## src/rtl/maze_pkg.sv

```systemverilog
// Shared maze types: move directions, streamer FSM states and grid defaults.
package maze_pkg;

    // Default coordinate width: 16x16 maze.
    localparam int COORD_W_DEF = 4;

    // 2-bit move codes as stored in the solver's direction stack.
    typedef enum logic [1:0] {
        UP    = 2'd0,
        RIGHT = 2'd1,
        DOWN  = 2'd2,
        LEFT  = 2'd3
    } dir_t;

    // Path streamer sequencing: probe stack, strobe read, capture, hand off.
    typedef enum logic [2:0] {
        IDLE  = 3'd0,
        CHECK = 3'd1,
        READ  = 3'd2,
        LOAD  = 3'd3,
        EMIT  = 3'd4,
        FIN   = 3'd5
    } state_t;

endpackage

```

## src/rtl/coord_step.sv

```systemverilog
// Applies one move to a (row, col) pair with wrap-around and reports
// whether the move stepped off the grid. Purely combinational; shared
// with the solver.
module coord_step
    import maze_pkg::*;
#(
    parameter int COORD_W = COORD_W_DEF
)(
    input  logic [COORD_W-1:0] i_row,
    input  logic [COORD_W-1:0] i_col,
    input  dir_t               i_dir,
    output logic [COORD_W-1:0] o_row,
    output logic [COORD_W-1:0] o_col,
    output logic               o_oob
);

    // Next coordinate; the edge test is done on the pre-move value so the
    // wrapped result never has to be compared back.
    always_comb begin
        o_row = i_row;
        o_col = i_col;
        o_oob = 1'b0;
        case (i_dir)
            UP: begin
                o_row = i_row - COORD_W'(1);
                o_oob = (i_row == '0);
            end
            RIGHT: begin
                o_col = i_col + COORD_W'(1);
                o_oob = (i_col == '1);
            end
            DOWN: begin
                o_row = i_row + COORD_W'(1);
                o_oob = (i_row == '1);
            end
            LEFT: begin
                o_col = i_col - COORD_W'(1);
                o_oob = (i_col == '0);
            end
            default: begin
                o_row = i_row;
                o_col = i_col;
                o_oob = 1'b0;
            end
        endcase
    end

endmodule

```

## src/rtl/path_streamer.sv

```systemverilog
// Replays the solver's direction stack bottom-to-top, turning each move
// into absolute coordinates and streaming (dir,row,col) over valid/ready.
module path_streamer
    import maze_pkg::*;
#(
    parameter int WIDTH     = 2,
    parameter int COORD_W   = COORD_W_DEF,
    parameter int START_ROW = 0,
    parameter int START_COL = 0,
    parameter int CNT_W     = 8
)(
    input  logic               clk,
    input  logic               rst,
    input  logic               start,
    input  logic               stk_all_read,
    input  logic [WIDTH-1:0]   stk_pout,
    output logic               stk_read,
    output logic               out_valid,
    input  logic               out_ready,
    output logic [WIDTH-1:0]   out_dir,
    output logic [COORD_W-1:0] out_row,
    output logic [COORD_W-1:0] out_col,
    output logic               out_last,
    output logic               busy,
    output logic               done,
    output logic [CNT_W-1:0]   step_count,
    output logic               oob
);

    localparam logic [COORD_W-1:0] ROW0 = COORD_W'(START_ROW);
    localparam logic [COORD_W-1:0] COL0 = COORD_W'(START_COL);

    state_t             r_state;
    state_t             w_next;

    // Running position (walk state) kept apart from the published tuple so
    // the outputs can reset to 0 independent of the start cell.
    logic [COORD_W-1:0] r_row;
    logic [COORD_W-1:0] r_col;
    logic [COORD_W-1:0] r_out_row;
    logic [COORD_W-1:0] r_out_col;
    logic [WIDTH-1:0]   r_dir;
    logic               r_last;
    logic               r_oob;
    logic [CNT_W-1:0]   r_step;

    logic [COORD_W-1:0] w_nrow;
    logic [COORD_W-1:0] w_ncol;
    logic               w_oob_hit;
    logic               w_start_ok;
    logic               w_accept;

    assign w_start_ok = (r_state == IDLE) && start;
    assign w_accept   = (r_state == EMIT) && out_ready;

    // stk_pout is only meaningful in LOAD, which is the only place the
    // stepped result is consumed.
    coord_step #(
        .COORD_W (COORD_W)
    ) u_step (
        .i_row (r_row),
        .i_col (r_col),
        .i_dir (dir_t'(stk_pout[1:0])),
        .o_row (w_nrow),
        .o_col (w_ncol),
        .o_oob (w_oob_hit)
    );

    // State register.
    always_ff @(posedge clk) begin
        if (rst) r_state <= IDLE;
        else     r_state <= w_next;
    end

    // Next state and Moore strobes.
    always_comb begin
        w_next    = r_state;
        stk_read  = 1'b0;
        out_valid = 1'b0;
        done      = 1'b0;
        busy      = 1'b1;
        case (r_state)
            IDLE: begin
                busy = 1'b0;
                if (start) w_next = CHECK;
            end
            CHECK: w_next = stk_all_read ? FIN : READ;
            READ: begin
                stk_read = 1'b1;
                w_next   = LOAD;
            end
            LOAD: w_next = EMIT;
            EMIT: begin
                out_valid = 1'b1;
                if (out_ready) w_next = r_last ? FIN : CHECK;
            end
            FIN: begin
                done   = 1'b1;
                w_next = IDLE;
            end
            default: w_next = IDLE;
        endcase
    end

    // Walk position, published tuple, step counter and sticky off-grid flag.
    always_ff @(posedge clk) begin
        if (rst) begin
            r_row     <= ROW0;
            r_col     <= COL0;
            r_out_row <= '0;
            r_out_col <= '0;
            r_dir     <= '0;
            r_last    <= 1'b0;
            r_oob     <= 1'b0;
            r_step    <= '0;
        end else begin
            if (w_start_ok) begin
                r_row  <= ROW0;
                r_col  <= COL0;
                r_step <= '0;
                r_oob  <= 1'b0;
                r_last <= 1'b0;
            end
            if (r_state == LOAD) begin
                r_dir     <= stk_pout;
                r_row     <= w_nrow;
                r_col     <= w_ncol;
                r_out_row <= w_nrow;
                r_out_col <= w_ncol;
                // Read pointer has already moved past this entry.
                r_last    <= stk_all_read;
                if (w_oob_hit) r_oob <= 1'b1;
            end
            if (w_accept && (r_step != '1)) r_step <= r_step + CNT_W'(1);
        end
    end

    assign out_dir    = r_dir;
    assign out_row    = r_out_row;
    assign out_col    = r_out_col;
    assign out_last   = r_last;
    assign step_count = r_step;
    assign oob        = r_oob;

endmodule

```

## config.mk

```make
export PLATFORM = sky130hd
export DESIGN_NAME = path_streamer
export DESIGN_NICKNAME = d
export VERILOG_FILES = /design/src/rtl/maze_pkg.sv /design/src/rtl/coord_step.sv /design/src/rtl/path_streamer.sv
export SDC_FILE = /design/constraint.sdc
export NUM_CORES = 1
export LEC_CHECK = 0
export CAP_MARGIN = 20
export CORE_MARGIN = 2
export CORE_UTILIZATION = 52
export DETAILED_ROUTE_END_ITERATION = 7
export GPL_TIMING_DRIVEN = 0
export PLACE_DENSITY_LB_ADDON = 0.1
export SETUP_SLACK_MARGIN = 0.3
export SYNTH_ARGS = -nofsm -noshare
export SYNTH_HDL_FRONTEND = slang
export SYNTH_HIERARCHICAL = 1
export SYNTH_SLANG_ARGS = --single-unit
```

## constraint.sdc

```tcl
create_clock -name clk -period 2.6 [get_ports clk]
set_input_delay 0.52 -clock clk [delete_from_list [all_inputs] [get_ports clk]]
set_output_delay 0.52 -clock clk [all_outputs]
set_load 0.05 [all_outputs]
```

==> run_results.csv, run 1 <==
group,metric,value,unit
global_routing,grt_first_pass_wirelength,6410,um
floorplanning,core,0.00308,sq mm
synthesis,ys_seq_area_share,36.3,%
synthesis,synth-seq-cells,31,
drt,drt_iter0_drc,96,
finish,utilization,68.6,%
power_and_ir_drop,p_leak,0.813,nW
drt,vias_per_cell,5.52,
timing,finalHoldViolations,0,
drt,wl_per_cell,12.8,um
finish,fin_nets,263,
cts,cts_root_buf,"clkbuf_4",
global_routing,antenna_found_initial,0,
synthesis,synth_area,0.00171,sq mm
drt,wl,3710,um
global_routing,grt_use_total,22.9,%
min_path,min-delay-path-class,"reg -> reg",
outcome,status,"finished clean",
timing,final-setup-viol-count,0,
power_and_ir_drop,peakVddDrop,0.302,mV
timing,slew_headroom,66.5,%
global_routing,grt_max_degree,11,
cts,clock_path_buffers,2,
timing,rsz0062_at_grt,"false",
synthesis,syn_inst,209,
synthesis,synth.distinct_cells,47,
setup_path,cpMaxStageDelayCell,"dfxtp_1",
setup_path,crit_path_end_kind,"output pin",
cts,cts-htree-levels,2,
placement,io_buffers,29,
floorplanning,die_h,61.3,um
power_and_ir_drop,total_power,984,uW
synthesis,synth_ff_type,"dfxtp_1",
cts,cts_hold_buf,0,
cts,postCtsSetupBuffers,0,
timing,min_period,2.18,ns
power_and_ir_drop,power_density,466,mW/mm^2
synthesis,synth_fp_nets,227,
floorplanning,ioPinCount,31,
global_routing,overflow,0,
cts,cts_tree,"done",
synthesis,synthArstFlopShare,0,%
synthesis,avgSynthCellArea,8.18,sq um
finish,final_common_cell,"nand2_1",
setup_path,crit_arrival,1.66,ns
setup_path,slowest_delay,0.45,ns
drt,dr_total_vias,1601,
synthesis,synth_edf_count,0,
setup_path,crit_path_cell_trace,"clkbuf_1 > or3_1 > clkdlybuf4s15_2",
floorplanning,die_w,61.3,um
finish,drive_above_1_share,10.2,%
floorplanning,start_util,55.5,%
drt,first_pass_iters,4,
cts,cts_sinks,31,
drt,drc,0,
drt,ant_nets,0,
setup_path,critPathRequiredTime,2.08,ns
timing,final_max_slew_viol_count,0,
timing,worstMarginPinSlew,0.501,ns
placement,dp_hpwl,2770,um
placement,place_inst,282,
finish,syn2layout_area_growth,23.6,%
timing,fmax,0.458,GHz
timing,clock-skew-final,0.0100,ns
floorplanning,rows,20,
synthesis,yosys_warnings,6,
global_routing,grt_pass1_vias,1546,
cts,cts_buffers,5,
setup_path,critPathKind,"reg -> out",
finish,stdcell_count,290,
placement,gp_congestion,0.816,
finish,n_antenna_cell,0,
timing,setup_tns,0,ns
cts,clkLatencyLatePin,0.33,ns
cts,clkTransAtPathRegs,0.10,ns
setup_path,cp_max_fo,10,
floorplanning,die_area,0.00376,sq mm
setup_path,cp-start-kind,"flip-flop",
finish,most-common-layout-cells,"nand2_1, dfxtp_1, a21oi_1",
run,drv_cap,0,
timing,fin_crit_sh,84.0,%
-- critical path, delay by kind of cell, from the launching register on --
kind          cells  cell delay (ns)
buf+inv           2             0.70
flops             1             0.45
simple gates      1             0.18
-- layout make-up --
cell class	count	area, sq um
multi-input cells	161	1020
well taps	44	55.1
inverters	8	30.0
clock buffers	8	68.8
fillers	258	966
plain buffers	9	45.0
flip-flops and latches	31	621
repair buffers	29	272
-- cells in the mapped netlist (4+ instances only) --
master | n | area share (%)
a21oi_1 | 30 | 8.8
clkbuf_1 | 4 | 0.88
dfxtp_1 | 31 | 36
ha_1 | 10 | 7.3
inv_1 | 8 | 1.8
nand2_1 | 37 | 8.1
nand2b_1 | 5 | 1.8
nand3_1 | 8 | 2.3
nor2_1 | 8 | 1.8
nor3_1 | 5 | 1.5
o21ai_0 | 8 | 2.3
or3_1 | 4 | 1.5
xnor2_1 | 4 | 2.0
-- power breakdown --
part | total (mW) | switching [mW] | internal, mW
clock network | 0.318 | 0.159 | 0.159
logic | 0.173 | 0.109 | 0.0646
registers | 0.493 | 0.00940 | 0.484
-- metrics by stage --
step	worst slack, ns	cell area (sq um)	hold slack [ns]
2_1_floorplan	0.340	1710	0.433
3_3_place_gp	-0.260	2060	0.443
3_5_place_dp	-0.269	2060	0.448
4_1_cts	0.190	2120	0.461
5_1_grt	0.318	2110	0.489
6_report	0.415	2110	0.460
-- repair_timing --
item	in CTS	in global routing
cloned	0	0
gates resized for setup	9	11
setup endpoints to repair	8	5
-- cells by family after synthesis --
| group | Yosys count | share of synthesized area [%] |
|---|---|---|
| flip-flops | 31 | 36.3 |
| buffers and inverters | 17 | 4.39 |
| XOR/XNOR | 7 | 3.59 |
| multiplexers | 3 | 1.90 |
| AO/OA/AOI/OAI | 57 | 20.1 |
| AND/OR/NAND/NOR | 83 | 25.3 |
| adder cells (fa/ha/maj) | 11 | 8.49 |
-- flip-flops by register name (all words and copies together), names as in the netlist --
register and count:
step_count 8, out_col 4, out_row 4, r_col 4
r_row 4, r_state 3, out_dir 2, oob 1
out_last 1
-- path summary, 6_finish.rpt --
check	startpoint	endpoint	slack [ns]	cells after the start
hold reg to reg	out_col[2]	out_col[2]	0.46	2
hold / removal	out_col[2]	out_col[2]	0.46	2
setup reg to reg	step_count[1]	step_count[3]	0.77	5
setup / recovery	r_state[1]	busy	0.42	3
-- routing by layer --
layer | vias to the layer above | share of wire (%) | global-route usage, %
li1 | 814 | - | -
met1 | 734 | 47 | 28.4
met2 | 49 | 47 | 37.5
met3 | 4 | 5.9 | 7.98
met4 | 0 | 0.84 | 6.99
met5 | - | 0 | 0
Note: power is estimated with default switching activity, not from simulation.
==> run 2, diff against run 1 <==
- clock period: 2.6 -> 2.2 ns (I/O delays scaled with it)
==> run 2 against run 1 <==
Net effect: clock power rose by 17%; non-clock buffer count stayed put; critical endpoint unchanged; power grew 19%.
==> run_results.csv, run 2 (same netlist as run 1, synthesis figures left out) <==
group,metric,value,unit
global_routing,overflow,0,
finish,fillCellCount,273,
power_and_ir_drop,p_leak,0.922,nW
cts,cts_buffers,5,
cts,cts-htree-levels,2,
timing,clock-skew-final,0.00618,ns
timing,slew_headroom,66.9,%
power_and_ir_drop,total_power,1.17,mW
floorplanning,core,0.00308,sq mm
min_path,hold_path_depth,3,
cts,cts_sinks,31,
drt,wl_per_cell,12.7,um
timing,holdWs,0.440,ns
timing,final_max_slew_viol_count,0,
cts,postCtsSetupBuffers,0,
timing,worstMarginPinSlew,0.499,ns
setup_path,cp-start-kind,"flip-flop",
min_path,min_to,"out_dir[0]",
global_routing,antenna_found_initial,0,
floorplanning,die_w,61.3,um
timing,fin_crit_sh,84.4,%
setup_path,crit_arrival,1.42,ns
drt,dr_total_vias,1600,
power_and_ir_drop,power_density,544,mW/mm^2
global_routing,grt_max_degree,11,
timing,rsz0062_at_grt,"false",
timing,min_period,1.86,ns
outcome,status,"finished clean",
drt,wl,3680,um
timing,final-setup-viol-count,0,
finish,fin_nets,263,
cts,clkLatencyLatePin,0.33,ns
finish,drive_above_1_share,15.0,%
cts,cts_root_buf,"clkbuf_4",
setup_path,crit_path_end_kind,"output pin",
placement,io_buffers,29,
drt,drt_iter0_drc,89,
finish,n_antenna_cell,0,
floorplanning,ioPinCount,31,
timing,finalHoldViolations,0,
setup_path,ff2ff_setup_slack,0.47,ns
cts,clock_path_buffers,2,
min_path,min_from,"stk_pout[0]",
run,drv_cap,0,
drt,drc,0,
floorplanning,start_util,55.5,%
floorplanning,die_h,61.3,um
power_and_ir_drop,peakVddDrop,0.394,mV
setup_path,critPathKind,"reg -> out",
finish,syn2layout_area_growth,25.8,%
setup_path,r2r-end,"step_count[3]",
finish,largest_reg_flops,8,
placement,dp_hpwl,2620,um
finish,final_common_cell,"nand2_1",
global_routing,grt_use_total,21.6,%
drt,vias_per_cell,5.52,
cts,clkTransAtPathRegs,0.09,ns
setup_path,cp_max_fo,10,
drt,ant_nets,0,
finish,utilization,69.9,%
finish,most-common-layout-cells,"nand2_1, a21oi_1, dfxtp_1",
min_path,min-delay-path-class,"in -> reg",
setup_path,timing.rr.start,"step_count[0]",
drt,first_pass_iters,4,
global_routing,grt_pass1_vias,1363,
timing,fmax,0.538,GHz
setup_path,rr_worst_depth,5,
cts,cts_tree,"done",
floorplanning,die_area,0.00376,sq mm
setup_path,critPathRequiredTime,1.76,ns
placement,gp_congestion,0.792,
global_routing,grt_first_pass_wirelength,6090,um
floorplanning,rows,20,
setup_path,cp-startpoint,"r_state[0]",
run 2: cell types whose count changed in the layout (fill, tap and decap cells not counted), sizes merged:
| cell | before | now |
|---|---|---|
| clkdlybuf4s15 | 2 | 1 |
| buf | 5 | 6 |
| clkdlybuf4s50 | 23 | 3 |
| dlygate4sd2 | 0 | 20 |
run 2: metal layers:
layer  vias up  wire length [um]  GRT usage, %
li1        812                 -             -
met1       742              1860          30.7
met2        42              1630          32.4
met3         4               170          5.67
met4         0                26          6.38
met5         -                 0             0
run 2: per-stage QoR:
| stage | setup slack, ns | instance area, sq um | cells | setup TNS, ns |
|---|---|---|---|---|
| 5_1_grt | 0.281 | 2150 | 290 | 0 |
| 3_3_place_gp | -0.579 | 2060 | 282 | -3.66 |
| 2_1_floorplan | 0.0102 | 1720 | 209 | 0 |
| 6_report | 0.343 | 2150 | 290 | 0 |
| 3_5_place_dp | -0.608 | 2060 | 282 | -4.03 |
| 4_1_cts | 0.174 | 2100 | 290 | 0 |
run 2: worst max path at each step:
stage                  to  slack, ns  cells past startpoint
2_1_floorplan  r_state[2]       0.01                      4
3_3_place_gp   out_row[3]      -0.58                     11
3_5_place_dp   out_row[3]      -0.61                     11
4_1_cts          stk_read       0.17                      3
5_1_grt          r_row[3]       0.28                     10
6_report             busy       0.34                      3
run 2: report_power, final:
group          switching (mW)  total [mW]  leakage (nW)  internal [mW]
clock network           0.185       0.373        0.0386          0.188
logic                   0.133       0.215         0.631         0.0821
registers              0.0105       0.583         0.252          0.572
total                   0.329        1.17         0.922          0.842
run 2: cell type report:
| class | instances | area, sq um | share of cell area, % |
|---|---|---|---|
| buffer | 9 | 51.3 | 2.39 |
| clock buffer | 8 | 68.8 | 3.20 |
| inverter | 8 | 32.5 | 1.51 |
| multi-input combinational | 161 | 1060 | 49.4 |
| sequential | 31 | 626 | 29.1 |
| tap | 44 | 55.1 | 2.56 |
| timing repair buffer | 29 | 254 | 11.8 |
run 2: critical path, stage by stage, from the launching register on:
cell,delay (ns)
dfxtp_1,0.32
clkbuf_4,0.18
or3_1,0.38
buf_4,0.20
run 2: timing repair:
item,4_1_cts,5_1_grt
pin swaps,0,0
hold buffers,0,0
endpoints found under the setup margin,37,6
resized for setup,54,17
==> run 3, diff against run 2 <==
- clock period: 2.2 -> 1.9 ns (I/O delays scaled with it)
==> run 3 against run 2 <==
Net effect: design area is 23% higher; highest routed layer unchanged; core utilization is 16 points higher; sequential power is 15% higher; clock power is 9.7% higher; combinational power is 94% higher.
==> run_results.csv, run 3 (same netlist as run 1, synthesis figures left out) <==
group,metric,value,unit
timing,min_period,1.77,ns
timing,fmax,0.564,GHz
floorplanning,die_h,61.3,um
drt,dr_total_vias,1929,
timing,fin_crit_sh,93.3,%
finish,final_common_cell,"nand2_1",
drt,wl,5860,um
timing,worstMarginPinSlew,0.597,ns
finish,stdcell_count,318,
finish,syn2layout_area_growth,54.8,%
placement,io_buffers,29,
power_and_ir_drop,power_frac_seq,44.8,%
setup_path,r2r-end,"step_count[4]",
cts,cts_root_buf,"clkbuf_4",
timing,final-setup-viol-count,0,
global_routing,grt_max_degree,11,
setup_path,cp-startpoint,"r_state[0]",
floorplanning,start_util,55.5,%
cts,clkLatencyLatePin,0.34,ns
power_and_ir_drop,clkPwrFrac,27.3,%
finish,drive_above_1_share,42.3,%
placement,dp_hpwl,3060,um
setup_path,crit_path_cell_trace,"buf_6 > or3_4 > buf_8",
power_and_ir_drop,peakVddDrop,0.452,mV
drt,drc,0,
floorplanning,core,0.00308,sq mm
timing,rsz0062_at_grt,"true",
setup_path,crit_path_end_kind,"output pin",
floorplanning,rows,20,
timing,slew_headroom,60.2,%
timing,finalHoldViolations,0,
placement,gp_congestion,0.859,
cts,clkTransAtPathRegs,0.11,ns
finish,largest_reg_flops,8,
floorplanning,ioPinCount,31,
global_routing,antenna_found_initial,0,
cts,clock_path_buffers,2,
drt,ant_nets,0,
drt,vias_per_cell,6.07,
power_and_ir_drop,pwr-share-comb,27.9,%
global_routing,grt_first_pass_wirelength,8390,um
finish,n_antenna_cell,0,
min_path,min_from,"stk_pout[1]",
floorplanning,die_w,61.3,um
timing,clock-skew-final,0.0176,ns
power_and_ir_drop,power_density,566,mW/mm^2
global_routing,grt_use_total,30.9,%
setup_path,slowest_delay,0.41,ns
run,drv_cap,0,
setup_path,rr_worst_depth,8,
timing,setup_tns,0,ns
finish,fillCellCount,168,
finish,most-common-layout-cells,"nand2_1, buf_4, a21oi_1",
global_routing,grt_pass1_vias,1760,
power_and_ir_drop,switching_share,31.5,%
setup_path,ff2ff_setup_slack,0.18,ns
power_and_ir_drop,p_leak,1.03,nW
setup_path,cpMaxStageDelayCell,"or3_4",
placement,place_inst,282,
power_and_ir_drop,total_power,1.50,mW
power_and_ir_drop,intPower,1.03,mW
cts,cts-htree-levels,2,
drt,wl_per_cell,18.4,um
cts,cts_tree,"done",
outcome,status,"finished clean",
timing,setup_ws,0.127,ns
setup_path,crit_arrival,1.39,ns
drt,first_pass_iters,5,
cts,cts_buffers,5,
power_and_ir_drop,p_sw,472,uW
placement,dp_slack,-0.785,ns
setup_path,crit_path_end,"busy",
drt,drt_iter0_drc,160,
timing,final_max_slew_viol_count,0,
cts,cts_sinks,31,
setup_path,critPathRequiredTime,1.52,ns
setup_path,cp-start-kind,"flip-flop",
min_path,min-delay-path-class,"in -> reg",
setup_path,critPathKind,"reg -> out",
floorplanning,die_area,0.00376,sq mm
setup_path,cp_max_fo,6,
setup_path,timing.rr.start,"r_state[0]",
finish,fin_nets,291,
global_routing,overflow,0,
==> run 3: cell count changes in the layout (fill, tap and decap cells not counted), moves of 8 or more <==
| cell | delta |
|---|---|
| buf_6 | +10 |
| buf_4 | +23 |
| dlygate4sd2_1 | -20 |
| dfxtp_1 | -11 |
| clkbuf_2 | +8 |
==> run 3: area by class of cell <==
class,count,area [sq um],area share (%)
Clock inverter,1,5.00,0.189
Inverter,8,47.5,1.80
Multi-Input combinational cell,161,1250,47.3
Clock buffer,7,55.1,2.08
Tap cell,44,55.1,2.08
Timing Repair Buffer,57,508,19.2
Buffer,9,72.6,2.74
Sequential cell,31,652,24.6
==> run 3: per-layer routing <==
metal  GRT usage, %  routed length [um]  up-vias
li1               -                   -      872
met1           39.7                2320      918
met2           51.2                2810      100
met3           6.72                 382       39
met4           11.6                 348        0
met5              0                   0        -
==> run 3: what timing repair did <==
action	CTS	global route
pin swaps	6	23
gates cloned	0	0
hold buffers	0	0
gates resized for setup	95	64
hold endpoints to repair	0	0
buffers inserted	14	14
endpoints found under the setup margin	45	42
==> run 3: worst min-delay path by stage <==
stage                             to  cells after the start
after floorplan             r_col[1]                      2
after global placement      r_col[1]                      2
after detailed placement  out_row[1]                      2
after CTS                 out_dir[1]                      3
after global routing      out_dir[1]                      3
final                     out_dir[1]                      3
==> run 3: metrics by stage <==
step / area [sq um] / hold slack [ns] / utilization [%]
after detailed placement: 2160 / 0.453 / 70.3
final: 2650 / 0.307 / 85.9
after floorplan: 1820 / 0.433 / -
after global routing: 2650 / 0.311 / 85.9
after CTS: 2370 / 0.350 / 77.2
after global placement: 2160 / 0.443 / 70.3
==> run 3: power by group through the flow <==
stage | Sequential [mW] | Clock, mW | Combinational, mW
final | 0.671 | 0.409 | 0.418
after global routing | 0.673 | 0.441 | 0.438
after CTS | 0.670 | 0.412 | 0.330
after detailed placement | 0.688 | 0 | 0.267
after global placement | 0.687 | 0 | 0.257
after floorplan | 0.700 | 0 | 0.175
==> run 3: critical path: cells and delay by family, from the launching register on <==
kind,cells,cell delay (ns)
simple gates,1,0.41
flops,1,0.34
buf+inv,2,0.30
